$ cat config.mk
export PLATFORM = sky130hd
export DESIGN_NAME = mem_spi_data_port
export DESIGN_NICKNAME = d
export VERILOG_FILES = /design/src/rtl/mem_spi_pkg.sv /design/src/rtl/spi_bit_engine.sv /design/src/rtl/mem_spi_data_port.sv
export SDC_FILE = /design/constraint.sdc
export NUM_CORES = 1
export LEC_CHECK = 0
export CAP_MARGIN = 20
export CORE_AREA = 10 10 140 142
export CTS_BUF_LIST = sky130_fd_sc_hd__clkbuf_8
export CTS_CLUSTER_SIZE = 28
export DETAILED_ROUTE_END_ITERATION = 10
export DIE_AREA = 0 0 150 152
export GPL_ROUTABILITY_DRIVEN = 0
export GPL_TIMING_DRIVEN = 0
export PLACE_DENSITY_LB_ADDON = 0.1
export SLEW_MARGIN = 0
export SYNTH_ARGS = -nofsm -noshare
export SYNTH_HDL_FRONTEND = slang
export SYNTH_SLANG_ARGS = --single-unit
$ cat constraint.sdc
create_clock -name CLK -period 2.91 [get_ports CLK]
set_input_delay 0.873 -clock CLK [delete_from_list [all_inputs] [get_ports CLK]]
set_output_delay 0.873 -clock CLK [all_outputs]
set_load 0.005 [all_outputs]
$ cat src/rtl/mem_spi_pkg.sv
// Shared constants, state encoding and load-data helpers for the SPI memory data port.
// Latency: n/a (package only).
// Backpressure: n/a (package only).
package mem_spi_pkg;

    localparam logic [7:0] SPI_CMD_READ  = 8'h03;
    localparam logic [7:0] SPI_CMD_WRITE = 8'h02;

    localparam logic [2:0] F3_B  = 3'b000;
    localparam logic [2:0] F3_H  = 3'b001;
    localparam logic [2:0] F3_W  = 3'b010;
    localparam logic [2:0] F3_BU = 3'b100;
    localparam logic [2:0] F3_HU = 3'b101;

    typedef enum logic [2:0] {IDLE, CMD, ADDR, DATA, DONE} state_t;

    // Number of data bytes moved on the wire; unlisted encodings act as words.
    function automatic logic [2:0] f3_nbytes(input logic [2:0] f3);
        case (f3)
            F3_B, F3_BU: f3_nbytes = 3'd1;
            F3_H, F3_HU: f3_nbytes = 3'd2;
            default:     f3_nbytes = 3'd4;
        endcase
    endfunction

    // rx holds the received bytes in wire order, first byte in the most significant
    // occupied position. Memory is little-endian, so the first byte is bits [7:0].
    function automatic logic [31:0] load_extend(input logic [2:0] f3, input logic [31:0] rx);
        logic [15:0] h;
        h = {rx[7:0], rx[15:8]};
        case (f3)
            F3_B:    load_extend = {{24{rx[7]}}, rx[7:0]};
            F3_BU:   load_extend = {24'h0, rx[7:0]};
            F3_H:    load_extend = {{16{h[15]}}, h};
            F3_HU:   load_extend = {16'h0, h};
            default: load_extend = {rx[7:0], rx[15:8], rx[23:16], rx[31:24]};
        endcase
    endfunction

endpackage

$ cat src/rtl/spi_bit_engine.sv
// SPI mode-0 bit engine: CLK_DIV divider, SCLK, bit counter, tx/rx shift registers.
// Latency: each bit lasts 2*CLK_DIV cycles (SCLK low half first); counters idle at 0 while i_run is low.
// Backpressure: none; the controlling FSM decides when to run, load and sample.
// Ports: i_clk/i_rst clock and sync reset; i_run enables the divider; i_load/i_load_dat load a
//        whole outgoing frame; i_rx_shift/i_miso shift one received bit; o_sclk/o_mosi drive the
//        wire; o_bit_start/o_bit_sample strobes; o_bit_cnt index of the current bit; o_rx_dat rx bits.
module spi_bit_engine #(
    parameter int CLK_DIV = 2,
    parameter int TXW     = 64,
    parameter int CNTW    = 7
) (
    input  logic            i_clk,
    input  logic            i_rst,
    input  logic            i_run,
    input  logic            i_load,
    input  logic [TXW-1:0]  i_load_dat,
    input  logic            i_rx_shift,
    input  logic            i_miso,
    output logic            o_sclk,
    output logic            o_mosi,
    output logic            o_bit_start,
    output logic            o_bit_sample,
    output logic [CNTW-1:0] o_bit_cnt,
    output logic [31:0]     o_rx_dat
);

    localparam int             DIVW     = (CLK_DIV > 1) ? $clog2(CLK_DIV) : 1;
    localparam logic [DIVW-1:0] DIV_LAST = DIVW'(CLK_DIV - 1);
    localparam logic [DIVW-1:0] DIV_ONE  = DIVW'(1);
    localparam logic [CNTW-1:0] CNT_ONE  = CNTW'(1);

    logic [DIVW-1:0] r_div;
    logic            r_sclk;
    logic [CNTW-1:0] r_bit_cnt;
    logic [TXW-1:0]  r_tx;
    logic [31:0]     r_rx;
    logic            w_half_end;

    assign w_half_end   = i_run && (r_div == DIV_LAST);
    // The edge closing the low half raises SCLK: that is where MISO is captured.
    assign o_bit_sample = w_half_end && !r_sclk;
    // The edge closing the high half drops SCLK and begins the next bit, so the
    // tx register advances on that same edge and MOSI only moves while SCLK is low.
    assign o_bit_start  = w_half_end && r_sclk;

    always_ff @(posedge i_clk) begin
        if (i_rst) begin
            r_div     <= '0;
            r_sclk    <= 1'b0;
            r_bit_cnt <= '0;
            r_tx      <= '0;
            r_rx      <= '0;
        end else begin
            if (!i_run) begin
                r_div     <= '0;
                r_sclk    <= 1'b0;
                r_bit_cnt <= '0;
            end else if (w_half_end) begin
                r_div  <= '0;
                r_sclk <= !r_sclk;
                if (r_sclk) begin
                    r_bit_cnt <= r_bit_cnt + CNT_ONE;
                end
            end else begin
                r_div <= r_div + DIV_ONE;
            end

            if (i_load) begin
                r_tx <= i_load_dat;
                r_rx <= '0;
            end else begin
                if (o_bit_start) begin
                    r_tx <= {r_tx[TXW-2:0], 1'b0};
                end
                if (i_rx_shift) begin
                    r_rx <= {r_rx[30:0], i_miso};
                end
            end
        end
    end

    assign o_sclk    = r_sclk;
    assign o_mosi    = r_tx[TXW-1];
    assign o_bit_cnt = r_bit_cnt;
    assign o_rx_dat  = r_rx;

endmodule

$ cat src/rtl/mem_spi_data_port.sv
// Memory-stage data port: each load/store becomes one SPI READ/WRITE frame to a serial SRAM.
// Latency: request seen in IDLE at cycle 0, DONE at cycle 1 + (8+ADDR_BITS+8N)*2*CLK_DIV.
// Backpressure: StallM holds the pipeline from the request cycle until DONE (one low cycle per access).
// Ports: CLK/RST clock and sync active-high reset; MemReadM/MemWriteM/Funct3M/ALUResultM/WriteDataM
//        access request; ReadDataM registered extended load data; StallM pipeline hold;
//        SPI_SCLK/SPI_CS_N/SPI_MOSI/SPI_MISO serial SRAM interface.
module mem_spi_data_port
    import mem_spi_pkg::*;
#(
    parameter int CLK_DIV   = 2,
    parameter int ADDR_BITS = 24
) (
    input  logic        CLK,
    input  logic        RST,
    input  logic        MemReadM,
    input  logic        MemWriteM,
    input  logic [2:0]  Funct3M,
    input  logic [31:0] ALUResultM,
    input  logic [31:0] WriteDataM,
    output logic [31:0] ReadDataM,
    output logic        StallM,
    output logic        SPI_SCLK,
    output logic        SPI_CS_N,
    output logic        SPI_MOSI,
    input  logic        SPI_MISO
);

    localparam int             TXW       = 8 + ADDR_BITS + 32;
    localparam int             CNTW      = $clog2(TXW + 1);
    localparam logic [CNTW-1:0] CMD_LAST  = CNTW'(7);
    localparam logic [CNTW-1:0] ADDR_LAST = CNTW'(8 + ADDR_BITS - 1);

    state_t          r_state;
    state_t          w_next;
    logic            r_is_load;
    logic [2:0]      r_funct3;
    logic [CNTW-1:0] r_last_bit;
    logic            r_cs_n;
    logic            r_stall;
    logic [31:0]     r_rdata;

    logic            w_req;
    logic            w_start;
    logic            w_enter_done;
    logic            w_run;
    logic            w_rx_shift;
    logic            w_sclk;
    logic            w_mosi;
    logic            w_bit_start;
    logic            w_bit_sample;
    logic [CNTW-1:0] w_bit_cnt;
    logic [CNTW-1:0] w_last_bit;
    logic [31:0]     w_rx_dat;
    logic [31:0]     w_tx_data;
    logic [TXW-1:0]  w_frame;
    logic            w_unused_addr;

    // Address bits above ADDR_BITS are not sent to the device.
    assign w_unused_addr = &{1'b0, ALUResultM};

    assign w_req = MemReadM | MemWriteM;
    assign w_run = (r_state == CMD) || (r_state == ADDR) || (r_state == DATA);

    // Whole frame is captured at request time so the pipeline inputs may change afterwards.
    // Store bytes go out lowest byte first; loads clock out zeros during the data phase.
    assign w_tx_data  = MemReadM ? 32'h0
                                 : {WriteDataM[7:0], WriteDataM[15:8], WriteDataM[23:16], WriteDataM[31:24]};
    assign w_frame    = {MemReadM ? SPI_CMD_READ : SPI_CMD_WRITE, ALUResultM[ADDR_BITS-1:0], w_tx_data};
    assign w_last_bit = ADDR_LAST + CNTW'({f3_nbytes(Funct3M), 3'b000});

    assign w_rx_shift = w_bit_sample && r_is_load && (r_state == DATA);

    always_comb begin
        w_next       = r_state;
        w_start      = 1'b0;
        w_enter_done = 1'b0;
        case (r_state)
            IDLE: begin
                if (w_req) begin
                    w_next  = CMD;
                    w_start = 1'b1;
                end
            end
            CMD:  if (w_bit_start && (w_bit_cnt == CMD_LAST))  w_next = ADDR;
            ADDR: if (w_bit_start && (w_bit_cnt == ADDR_LAST)) w_next = DATA;
            DATA: begin
                if (w_bit_start && (w_bit_cnt == r_last_bit)) begin
                    w_next       = DONE;
                    w_enter_done = 1'b1;
                end
            end
            DONE:    w_next = IDLE;
            default: w_next = IDLE;
        endcase
    end

    always_ff @(posedge CLK) begin
        if (RST) begin
            r_state    <= IDLE;
            r_is_load  <= 1'b0;
            r_funct3   <= 3'b000;
            r_last_bit <= '0;
            r_cs_n     <= 1'b1;
            r_stall    <= 1'b0;
            r_rdata    <= 32'h0;
        end else begin
            r_state <= w_next;
            if (w_start) begin
                r_is_load  <= MemReadM;
                r_funct3   <= Funct3M;
                r_last_bit <= w_last_bit;
                r_cs_n     <= 1'b0;
                r_stall    <= 1'b1;
            end
            if (w_enter_done) begin
                r_cs_n  <= 1'b1;
                r_stall <= 1'b0;
                if (r_is_load) begin
                    r_rdata <= load_extend(r_funct3, w_rx_dat);
                end
            end
        end
    end

    spi_bit_engine #(
        .CLK_DIV (CLK_DIV),
        .TXW     (TXW),
        .CNTW    (CNTW)
    ) u_engine (
        .i_clk        (CLK),
        .i_rst        (RST),
        .i_run        (w_run),
        .i_load       (w_start),
        .i_load_dat   (w_frame),
        .i_rx_shift   (w_rx_shift),
        .i_miso       (SPI_MISO),
        .o_sclk       (w_sclk),
        .o_mosi       (w_mosi),
        .o_bit_start  (w_bit_start),
        .o_bit_sample (w_bit_sample),
        .o_bit_cnt    (w_bit_cnt),
        .o_rx_dat     (w_rx_dat)
    );

    // The stall must be raised in the request cycle itself, before the FSM leaves IDLE.
    assign StallM    = r_stall | ((r_state == IDLE) && w_req && !RST);
    assign ReadDataM = r_rdata;
    assign SPI_SCLK  = w_sclk;
    assign SPI_CS_N  = r_cs_n;
    assign SPI_MOSI  = !r_cs_n && w_mosi;

endmodule
* Word-level counts from Yosys, hierarchy flattened
Cells that the tools add are included.
Widths: inputs -> output; s select.
** Word-level totals
- Input bits :: 72
- Output and inout port bits :: 36
- Word-level logic and storage cells :: 78
- Flip-flop bits (word level) :: 153
** Cells by class
- $add $sub $neg :: 3
- Reduce and logical (&&, ||, !) cells :: 29
- Multiplexer cells :: 15
- Equal/unequal tests :: 16
- Bitwise gates (word level) :: 3
** Operators by type and width (count)
- $mux 64 :: 2
- $pmux 32 s4 :: 1
- $mux 32 :: 1
- $eq 3x3->1 const B :: 4
- $mux 3 :: 4
- $pmux 3 s4 :: 1
- $logic_and 1x1->1 :: 11
- $reduce_or 2->1 :: 5
- $eq 3x1->1 const B :: 3
- $logic_not 3->1 :: 3
- $add 5x6->7 const A :: 1
- $add 7x1->7 const B :: 1
- $eq 7x3->1 const B :: 1
- $eq 7x5->1 const B :: 1
- $eq 7x7->1 :: 1
- $eq 3x2->1 const B :: 2
- $ne 2x1->1 const B :: 3
- $pmux 3 s2 :: 1
- $mux 1 :: 5
- $reduce_and 2->1 :: 2
- $reduce_and 4->1 :: 1
- $logic_not 1->1 :: 3
- $reduce_or 3->1 :: 1
- $logic_or 1x1->1 :: 2
- 5 further kinds :: 6

* Longest topological paths before layout
- Word-level depth :: 9
- Mapped depth :: 8
- Gate-level depth less buffers :: 5

* Cells and area by module
From an unflattened synthesis, not the netlist that was laid out.
** Unflattened totals
- Cell total of the unflattened synthesis :: 833
- Area total of the unflattened synthesis :: 7193.1 um^2
** By module, submodules not included
- spi_bit_engine :: seq. area each 2102.0 um^2, area each 4608.2 um^2, times used 1, cells each 503
- mem_spi_data_port :: seq. area each 920.9 um^2, area each 2585.0 um^2, times used 1, cells each 330

* Least setup slack after synthesis
OpenSTA, ideal clock, no wires.
- Path type :: in2out
- Start :: input RST
- End :: output StallM
- Arrival time :: 1759 ps
- Buffers on the path :: 3
- Data required time :: 2037 ps
- Stages :: 4
- Setup slack :: 278 ps
- Cell sequence :: clkbuf_1 -> clkbuf_1 -> clkbuf_1 -> o21bai_1
** Between the ends
- Longest elaborated chain between the ends :: 3
** RTL lines
- from (decl) :: RTL line mem_spi_data_port.sv:14 : input logic RST,
- $logic_not 1->1 :: RTL line mem_spi_data_port.sv:146 : assign StallM = r_stall | ((r_state == IDLE) && w_req && !RST);
- $logic_and 1x1->1 :: RTL line mem_spi_data_port.sv:146
- $or 1x1->1 :: RTL line mem_spi_data_port.sv:146
- to (decl) :: RTL line mem_spi_data_port.sv:21 : output logic StallM,
Every way passes these cells.

* Worst setup path in the final report
- Start :: input MemWriteM
- End :: output StallM
** Between the ends
- Longest elaborated chain between the ends :: 4
** RTL lines
- from (decl) :: RTL line mem_spi_data_port.sv:16 : input logic MemWriteM,
- $or 1x1->1 :: RTL line mem_spi_data_port.sv:61 : assign w_req = MemReadM | MemWriteM;
- $logic_and 1x1->1 (2 in a row) :: RTL line mem_spi_data_port.sv:146
- $or 1x1->1 :: RTL line mem_spi_data_port.sv:146
Every way passes these cells.

==> results_tabular.tex <==
\begin{tabular}{lr}
\hline
Metric & Value \\
\hline
\multicolumn{2}{l}{\textbf{Outcome}} \\
\quad Run status & complete, no violations \\
\multicolumn{2}{l}{\textbf{Die}} \\
\quad Horizontal die dimension & 150 um \\
\quad Area of the die & 22800 um2 \\
\quad Initial cell density of the core & 39.3\% \\
\quad Die extent in y & 152 um \\
\quad Placement row count & 48 \\
\quad Num ports & 108 \\
\quad Floorplan Core Area & 16900 um2 \\
\multicolumn{2}{l}{\textbf{Placed design}} \\
\quad Half-perimeter wire length after placement & 14700 um \\
\quad Port-buffer cells & 98 \\
\quad Post-Place Cells & 1113 \\
\multicolumn{2}{l}{\textbf{Global routing}} \\
\quad Overflow after GRT & 0 \\
\quad Pin count of the biggest net entering global routing & 20 \\
\quad Antenna violations before repair & 0 \\
\quad Global-route wire length before repair & 31700 um \\
\quad Number of global-route vias before repair & 6173 \\
\quad Global-route total usage across every layer & 17.2\% \\
\multicolumn{2}{l}{\textbf{Clocking}} \\
\quad Clock latency on the worst-skew pair & 0.45 ns \\
\quad Cell at the root of the clock tree & sky130\_fd\_sc\_hd\_\_clkbuf\_8 \\
\quad Number of buffers on the longest clock path & 2 \\
\quad Sink count of the clock tree & 151 \\
\quad Clock edge transition at the registers on the reported setup and hold paths & 0.08 ns \\
\quad Clock tree from TritonCTS & yes \\
\quad CTS HTree Levels & 4 \\
\quad Clock buffers created by TritonCTS & 17 \\
\multicolumn{2}{l}{\textbf{Timing}} \\
\quad Period Utilization, post-route & 96.8\% \\
\quad Largest clock skew in the final design & 0.00806 ns \\
\quad Fmax & 0.355 GHz \\
\quad Setup repair after global routing missed its margin & false \\
\quad Time the final worst path needs with I/O delays and setup & 2.82 ns \\
\quad Worst slew margin & 58.2\% \\
\quad Final Max Slew Viols & 0 \\
\quad Pin slew with the least headroom to its limit & 0.623 ns \\
\quad Hold WS & 0.458 ns \\
\quad Final setup violation count & 0 \\
\quad Final hold vios & 0 \\
\quad Total negative slack for setup checks & 0 ns \\
\multicolumn{2}{l}{\textbf{Cells and area}} \\
\quad Filler Cells Inserted & 1644 \\
\quad Post-route non-filler standard cell count & 1148 \\
\quad Nets@finish & 985 \\
\quad Post-Route Utilization & 49.6\% \\
\quad Proportion of layout cells with a drive suffix above 1 & 9.75\% \\
\quad Ant. Diodes & 0 \\
\quad Post-synthesis to final-layout area growth & 26.4\% \\
\multicolumn{2}{l}{\textbf{Yosys}} \\
\quad Post-synth cell types & 53 \\
\quad Count of state elements after synthesis & 151 \\
\quad Most numerous cell types in the synthesized netlist & sky130\_fd\_sc\_hd\_\_nand2\_1, sky130\_fd\_sc\_hd\_\_dfxtp\_1, sky130\_fd\_sc\_hd\_\_a21oi\_1, sky130\_fd\_sc\_hd\_\_a311oi\_1, sky130\_fd\_sc\_hd\_\_clkbuf\_1 \\
\quad Flip-flop cell with the highest count after synthesis & sky130\_fd\_sc\_hd\_\_dfxtp\_1 \\
\quad Average instance area after synthesis & 8.42 um2 \\
\quad Combined area of all synthesized cells & 6650 um2 \\
\quad Fraction of synthesis flops using an asynchronous set or reset pin & 0\% \\
\quad Synth Instances & 790 \\
\quad Synth top area cells & sky130\_fd\_sc\_hd\_\_dfxtp\_1, sky130\_fd\_sc\_hd\_\_nand2\_1, sky130\_fd\_sc\_hd\_\_a21oi\_1 \\
\quad Sequential fraction of the synthesis area & 45.5\% \\
\quad Most repeated cell in the gate-level netlist after synthesis & sky130\_fd\_sc\_hd\_\_nand2\_1 \\
\quad Number of warnings printed during yosys synthesis & 0 \\
\quad Top cell type's share of synthesized area & 45.5\% \\
\quad Largest area contributor in the netlist & sky130\_fd\_sc\_hd\_\_dfxtp\_1 \\
\quad Number of nets produced by synthesis & 865 \\
\quad Number of enable-type register cells in the synthesized netlist & 0 \\
\multicolumn{2}{l}{\textbf{Routing}} \\
\quad Ratio of routed vias to standard cells & 5.41 \\
\quad Final wirelength & 19800 um \\
\quad Post-route DRC violation count & 0 \\
\quad Number of nets with antenna violations after routing & 0 \\
\quad Per-cell routed wire length & 17.3 um \\
\quad Total iterations of the first detailed-routing run & 5 \\
\quad Routed vias & 6208 \\
\quad Iteration-0 DRC Markers & 415 \\
\multicolumn{2}{l}{\textbf{Pwr}} \\
\quad Worst IR Drop VDD & 334 uV \\
\quad Leak pwr & 2.80 nW \\
\quad Power density over the cells & 717 nW/um2 \\
\quad Sum of internal, switching and leakage power & 6.03 mW \\
\multicolumn{2}{l}{\textbf{Setup path}} \\
\quad Ordered cell list for the critical path & dlygate4sd2\_1, or2\_4, nand2\_4, buf\_8, buf\_8, o21bai\_4, clkdlybuf4s15\_1 \\
\quad Slowest Stage Delay on Critical Path & 0.26 ns \\
\quad Setup Crit Path Kind & primary input to output pin \\
\quad Arrival @ worst endpoint & 1.94 ns \\
\quad Cell occurring most often along the worst timing path & sky130\_fd\_sc\_hd\_\_buf\_8 \\
\quad Endpoint required time on the critical path & 2.04 ns \\
\quad Category of the worst setup path launch point & primary input \\
\quad Max FO, Critical Path & 3 \\
\quad CP Capture Type & output pin \\
\quad Highest-delay cell along the critical path & sky130\_fd\_sc\_hd\_\_dlygate4sd2\_1 \\
\multicolumn{2}{l}{\textbf{Min path}} \\
\quad Min-delay worst type & flop to flop \\
\multicolumn{2}{l}{\textbf{Run}} \\
\quad Max\_cap viols & 0 \\
\hline
\end{tabular}
path summary, 6_finish.rpt:
check / startpoint / end / slack [ns] / cells past startpoint
worst max-delay path: MemWriteM / StallM / 0.09 / 7
worst max register to register: u_engine.r_div$_SDFF_PP0_ / ReadDataM[17]$_SDFFE_PP0P_ / 0.72 / 5
worst min-delay path: u_engine.r_tx[41]$_SDFFE_PP0P_ / u_engine.r_tx[41]$_SDFFE_PP0P_ / 0.46 / 2
worst min register to register: u_engine.r_tx[41]$_SDFFE_PP0P_ / u_engine.r_tx[41]$_SDFFE_PP0P_ / 0.46 / 2
cells by family (layout without fill, tap and decap cells):
kind of cell    count (synthesis)  after routing  synth area share [%]
simple gates                  269            269                  17.8
compound gates                252            252                  25.7
flops                         151            151                  45.5
buf+inv                        85            218                  5.98
mux                            18             18                  2.86
xor+xnor                       12             12                  1.58
fa+ha+maj                       3              3                 0.565
critical path: cells and delay by family:
kind,cells,cell delay [ns]
AO/OA/AOI/OAI,1,0.06
buffers and inverters,4,0.67
AND/OR/NAND/NOR,2,0.34
per-layer routing:
layer  part of all wire (%)  up-vias  track usage, %
met3                    5.4       24            4.84
met2                     50      158            29.6
li1                       -     3091               -
met5                      0        -               0
met1                     42     2935            19.9
met4                    1.9        0            5.51
state kept, by name, indices dropped and copies added, names as in the netlist:
| name | cells |
|---|---|
| ReadDataM | 32 |
| r_last_bit | 5 |
| SPI_CS_N | 1 |
| r_is_load | 1 |
| u_engine.o_sclk | 1 |
| u_engine.o_rx_dat | 32 |
| r_funct3 | 3 |
| r_stall | 1 |
| u_engine.r_tx | 64 |
| u_engine.r_div | 1 |
| u_engine.o_bit_cnt | 7 |
| r_state | 3 |
placed cells by master, fill, tap and decap left out, types with 2 or more instances in the layout:
master / netlist / final
sky130_fd_sc_hd__nand2_1: 191 / 190
sky130_fd_sc_hd__dfxtp_1: 151 / 151
sky130_fd_sc_hd__a21oi_1: 114 / 114
sky130_fd_sc_hd__clkdlybuf4s50_1: 0 / 95
sky130_fd_sc_hd__a311oi_1: 54 / 54
sky130_fd_sc_hd__clkbuf_1: 38 / 36
sky130_fd_sc_hd__buf_2: 33 / 31
sky130_fd_sc_hd__a22oi_1: 24 / 24
sky130_fd_sc_hd__a41oi_1: 22 / 22
sky130_fd_sc_hd__nor2_1: 21 / 21
sky130_fd_sc_hd__clkbuf_8: 0 / 19
sky130_fd_sc_hd__nand2b_1: 18 / 18
sky130_fd_sc_hd__mux2i_1: 16 / 16
sky130_fd_sc_hd__buf_4: 8 / 13
sky130_fd_sc_hd__xnor2_1: 12 / 12
sky130_fd_sc_hd__o21ai_0: 11 / 11
sky130_fd_sc_hd__inv_1: 5 / 9
sky130_fd_sc_hd__a221oi_1: 7 / 7
sky130_fd_sc_hd__nor2b_1: 5 / 5
sky130_fd_sc_hd__nor3_1: 5 / 5
sky130_fd_sc_hd__nor4_1: 4 / 4
sky130_fd_sc_hd__bufinv_16: 0 / 4
sky130_fd_sc_hd__clkinv_2: 0 / 4
sky130_fd_sc_hd__nand3_1: 3 / 3
sky130_fd_sc_hd__o211ai_1: 3 / 3
sky130_fd_sc_hd__and2_1: 3 / 3
sky130_fd_sc_hd__a211oi_1: 3 / 3
sky130_fd_sc_hd__ha_1: 3 / 3
sky130_fd_sc_hd__or2_2: 3 / 2
sky130_fd_sc_hd__nor3_4: 1 / 2
sky130_fd_sc_hd__buf_8: 0 / 2
sky130_fd_sc_hd__nand4b_1: 2 / 2
sky130_fd_sc_hd__nand3b_1: 2 / 2
sky130_fd_sc_hd__and3b_1: 2 / 2
sky130_fd_sc_hd__mux2_4: 2 / 2
timing repair:
action                                  4_1_cts  5_1_grt
endpoints found under the setup margin        1        1
buffers inserted                              3        1
hold buffers                                  0        0
resized for setup                            17        3
gates cloned                                  0        0
pin swaps                                     2        2
power by group:
group | switching, mW | internal [mW]
Combinational | 1.07 | 0.700
Clock | 0.757 | 0.961
Sequential | 0.176 | 2.37
Total | 2.00 | 4.03
stage by stage:
stage | instance area (um2) | setup slack, ns
after floorplan | 6650 | 0.278
after global placement | 7910 | -0.949
after detailed placement | 7910 | -1.00
after CTS | 8400 | 0.000161
after global routing | 8410 | 0.0538
final | 8410 | 0.0922
layout make-up:
class,instances,area [um2],area share [%]
multi-input cells,554,3260,38.7
flip-flops and latches,151,3020,36.0
repair buffers,102,1000,12.0
plain buffers,79,399,4.75
well taps,225,282,3.35
clock buffers,19,262,3.11
clock inverters,13,163,1.93
inverters,5,18.8,0.223
No activity file was read; power rests on OpenSTA's default activity.
